$ cat src/rtl/product_accumulator.sv
`default_nettype none
// ============================================================================
//  Module      : product_accumulator
//  Description : Sums FRAME_LEN unsigned products per frame into a saturating
//                AW-bit accumulator and presents the frame sum and an overflow
//                flag on a valid/ready result port.
//  Revision    : 1.0 - initial release
// ============================================================================
module product_accumulator #(
    parameter int PW        = 16,
    parameter int AW        = 24,
    parameter int FRAME_LEN = 8
) (
    input  logic          sclk,
    input  logic          s_rst_n,
    input  logic          clr,
    input  logic          in_valid,
    output logic          in_ready,
    input  logic [PW-1:0] in_data,
    output logic          acc_valid,
    input  logic          acc_ready,
    output logic [AW-1:0] acc_data,
    output logic          acc_ovf,
    output logic [7:0]    frame_idx
);

    typedef enum logic [0:0] {
        ST_ACC  = 1'b0,
        ST_HOLD = 1'b1
    } state_t;

    // Index of the transfer that closes a frame.
    localparam logic [7:0] LAST_IDX = 8'(FRAME_LEN - 1);

    state_t          state_q;
    logic [AW-1:0]   acc_q;
    logic            ovf_q;
    logic [7:0]      idx_q;
    logic            valid_q;
    logic [AW-1:0]   data_q;
    logic            dovf_q;

    logic [AW:0]     sum_d;
    logic [AW-1:0]   acc_d;
    logic            ovf_d;

    // Candidate accumulator value for a transfer this cycle; one guard bit
    // catches carry-out, and once the sticky flag is set the sum is pinned
    // at full scale for the rest of the frame.
    always_comb begin
        sum_d = {1'b0, acc_q} + {{(AW + 1 - PW){1'b0}}, in_data};
        ovf_d = sum_d[AW] | ovf_q;
        acc_d = ovf_d ? {AW{1'b1}} : sum_d[AW-1:0];
    end

    // Frame state machine: accumulate, latch the result, hold until taken.
    always_ff @(posedge sclk) begin
        if (!s_rst_n) begin
            state_q <= ST_ACC;
            acc_q   <= '0;
            ovf_q   <= 1'b0;
            idx_q   <= '0;
            valid_q <= 1'b0;
            data_q  <= '0;
            dovf_q  <= 1'b0;
        end else if (clr) begin
            // Flush: partial sum and any pending result are discarded,
            // while the last presented data value is left in place.
            state_q <= ST_ACC;
            acc_q   <= '0;
            ovf_q   <= 1'b0;
            idx_q   <= '0;
            valid_q <= 1'b0;
        end else begin
            case (state_q)
                ST_ACC: begin
                    if (in_valid) begin
                        if (idx_q == LAST_IDX) begin
                            data_q  <= acc_d;
                            dovf_q  <= ovf_d;
                            valid_q <= 1'b1;
                            state_q <= ST_HOLD;
                            acc_q   <= '0;
                            ovf_q   <= 1'b0;
                            idx_q   <= '0;
                        end else begin
                            acc_q   <= acc_d;
                            ovf_q   <= ovf_d;
                            idx_q   <= idx_q + 8'd1;
                        end
                    end
                end
                ST_HOLD: begin
                    if (acc_ready) begin
                        valid_q <= 1'b0;
                        state_q <= ST_ACC;
                    end
                end
                default: begin
                    state_q <= ST_ACC;
                end
            endcase
        end
    end

    // Upstream is accepted only while accumulating; pure decode of state.
    assign in_ready  = (state_q == ST_ACC);
    assign acc_valid = valid_q;
    assign acc_data  = data_q;
    assign acc_ovf   = dovf_q;
    assign frame_idx = idx_q;

endmodule
`default_nettype wire

$ cat config.mk
export PLATFORM = sky130hd
export DESIGN_NAME = product_accumulator
export DESIGN_NICKNAME = d
export VERILOG_FILES = /design/src/rtl/product_accumulator.sv
export SDC_FILE = /design/constraint.sdc
export NUM_CORES = 1
export LEC_CHECK = 0
export BUFFER_PORTS_ARGS = -buffer_cell sky130_fd_sc_hd__buf_2
export CAP_MARGIN = 5
export CORE_MARGIN = 4
export CORE_UTILIZATION = 40
export CTS_CLUSTER_DIAMETER = 200
export DETAILED_ROUTE_END_ITERATION = 16
export PLACE_DENSITY = 0.69
export SLEW_MARGIN = 10
export SYNTH_ARGS = -nofsm -noshare
export SYNTH_HDL_FRONTEND = slang
export SYNTH_SLANG_ARGS = --single-unit
$ cat constraint.sdc
create_clock -name sclk -period 4.7 [get_ports sclk]
set_input_delay 1.41 -clock sclk [delete_from_list [all_inputs] [get_ports sclk]]
set_output_delay 1.41 -clock sclk [all_outputs]
set_load 0.01 [all_outputs]
==> out/metrics.csv <==
metric;value;unit
Reg clk slew, reported paths;0.06;ns
grt peak-use layer;met2;
routed len/inst;14.8;um
syn_nets;438;
Post-DRT Antenna Nets;0;
residual DRC count;0;
met3 Resource Use GR;0.0438;
Layout Skew;0.0137;ns
peak supply drop;0.137;mV
worst hold path type;reg2reg;
Avg Cell Area, Syn;8.45;um2
HPWL after DPL;5790;um
clock power share;0.368;
Area growth syn-to-layout;13.4;%
Synth top area share;0.356;
worst skew pair latency;0.34;ns
post-synthesis cell type count;49;
slew at the pin with the worst max-slew slack;1.11;ns
drt total wl;8170;um
max_slew headroom;0.259;
starting density of the core;0.410;
gr ovfl total;0;
# setup viols final;0;
Post-synth EDFFs;0;
# port buffers;55;
Root Buffer;clkbuf_8;
leading area contributor after synthesis;dfxtp_1;
Max Buffers Root-to-Sink;2;
number of global-route vias before repair;2990;
WP data required;4.90;ns
crit path kind;in2reg;
CTS sink cnt;60;
Ant. Diodes;0;
layout cells sized above 1;0.210;
cells after synthesis;399;
fmax;0.262;GHz
Setup TNS Final;0;ns
Gate power share;0.144;
Arr. time, crit path;4.01;ns
post-layout util;0.465;
post-layout minimum cycle time;3.81;ns
Detailed Route Iter0 Violations;140;
Top FF cell, synth;dfxtp_1;
CTS resizes;0;
max cap viols;0;
die height;99.8;um
status;complete, no violations;
Final Max Slew Viols;0;
type of origin of the critical path;input pin;
fraction of registers with async set/reset;0;
std cell rows;33;
GR Layer Usage met1;0.227;
via count;3005;
largest net degree at the start of global routing;47;
GRT met2 Usage;0.280;
Initial DRT Pass Iterations;4;
Reg power frac;0.489;
TritonCTS clock tree;done;
Inserted Clock Buffers;9;
#FFs+latches synth;60;
Synth warnings;0;
Hold Fails Final Rpt;0;
DIE AREA;9960;um2
P_sw;295;uW
Lkg Pwr;1.58;nW
Area contributors post-synth;dfxtp_1 (36%), ha_1 (6.3%), a21oi_1 (6.1%);
Core ar.;8220;um2
# IOs;56;
Post-synth top cells;dfxtp_1 (60), a21oi_1 (41), nand2_1 (39);
Setup Buffers After CTS;0;
most frequent cell after synthesis;dfxtp_1;
first-pass GRT wire length;14100;um
switch share;0.277;
period utilisation layout;0.811;
GPL Wtd Cong;0.864;
Cell Area, Synth;3370;um2
crit path max fanout;18;
register area share after synthesis;0.356;
Vias per Instance;5.43;
initial antenna violation count;0;
crit path capture type;flip-flop;
unrepaired setup endpoints after global routing;no;
PwrDens;278;nW/um2
Layout Nets;484;
CTS Hold Buffers Added;0;
Cell Int Power;769;uW
die extent in x;99.8;um
CTS H-tree lvls;3;
GRT Util Overall;0.174;
==> logic make-up (layout without fill, tap and decap cells) <==
kind of cell	Yosys count	count (layout)	share of synthesized area
muxes	1	1	0.00297
DFF	60	60	0.356
AOI/OAI and AO/OA	149	149	0.273
and+or+nand+nor	123	123	0.200
buffers and inverters	26	75	0.0412
xor gates and xnor gates	22	22	0.0572
adders and majority gates	18	18	0.0690
==> layout by cell type (no fill, tap or decap), drive strengths merged, types with 4 or more instances in the layout <==
cell type  instances
a21oi             46
buf               56
ha                17
nand4              7
o221ai             4
dfxtp             60
nand3             10
clkbuf            11
and3               4
inv                5
o31ai              6
o21ai             51
a31oi             13
nor2b              4
nor3               7
nor2              36
o211ai             4
and2               7
xor2               9
nand2             41
a21o               8
xnor2             13
==> state kept, by name, indices dropped and copies added, names as in the netlist <==
name       flops
acc_data      24
acc_q         24
frame_idx      8
acc_ovf        1
acc_valid      1
ovf_q          1
state_q        1
==> final cells by class <==
type,count,area [um2]
clock buffer,11,141
timing repair buffer,56,283
inverter,5,18.8
sequential,60,1200
multi-input combinational,313,2030
clock inverter,3,15.0
tap,105,131
fill,783,4400
==> per-stage QoR <==
stage | power [mW] | setup slack [ns] | hold slack (ns) | cell area [um2] | std cells
after global routing | 1.12 | 0.697 | 0.476 | 3820 | 553
after detailed placement | 0.683 | 0.535 | 0.445 | 3660 | 539
after global placement | 0.680 | 0.642 | 0.440 | 3660 | 539
final | 1.06 | 0.888 | 0.453 | 3820 | 553
after floorplan | 0.647 | 1.28 | 0.429 | 3370 | 399
after CTS | 1.07 | 0.902 | 0.455 | 3820 | 553
==> critical path: stages <==
cell,delay (ns)
buf_2,0.10
ha_1,0.22
fa_1,0.43
nand3_1,0.15
a211oi_2,0.12
o31ai_4,0.34
nand2_2,0.13
a21o_1,0.59
a31oi_1,0.38
o211ai_1,0.14
==> power groups by stage <==
stage	clock network, mW	registers [mW]	logic, mW
final	0.391	0.520	0.153
after global routing	0.425	0.521	0.171
after CTS	0.398	0.520	0.152
after detailed placement	0	0.531	0.151
after global placement	0	0.531	0.149
after floorplan	0	0.530	0.116
==> worst paths after layout <==
check                                       startpoint  slack [ns]  depth (start not counted)                     end
worst max-delay path                        in_data[0]        0.89                         10  acc_q[17]$_SDFFE_PP0P_
worst min-delay path            acc_q[15]$_SDFFE_PP0P_        0.45                          2  acc_q[15]$_SDFFE_PP0P_
worst max register to register   acc_q[0]$_SDFFE_PP0P_        1.76                          9  acc_q[17]$_SDFFE_PP0P_
worst min register to register  acc_q[15]$_SDFFE_PP0P_        0.45                          2  acc_q[15]$_SDFFE_PP0P_
==> layer usage <==
layer  vias to the layer above  routed length [um]
met2                        84                3760
li1                       1543                   -
met4                         0                  69
met1                      1368                3840
met5                         -                   0
met3                        10                 493
No activity file was read; power rests on OpenSTA's default activity.
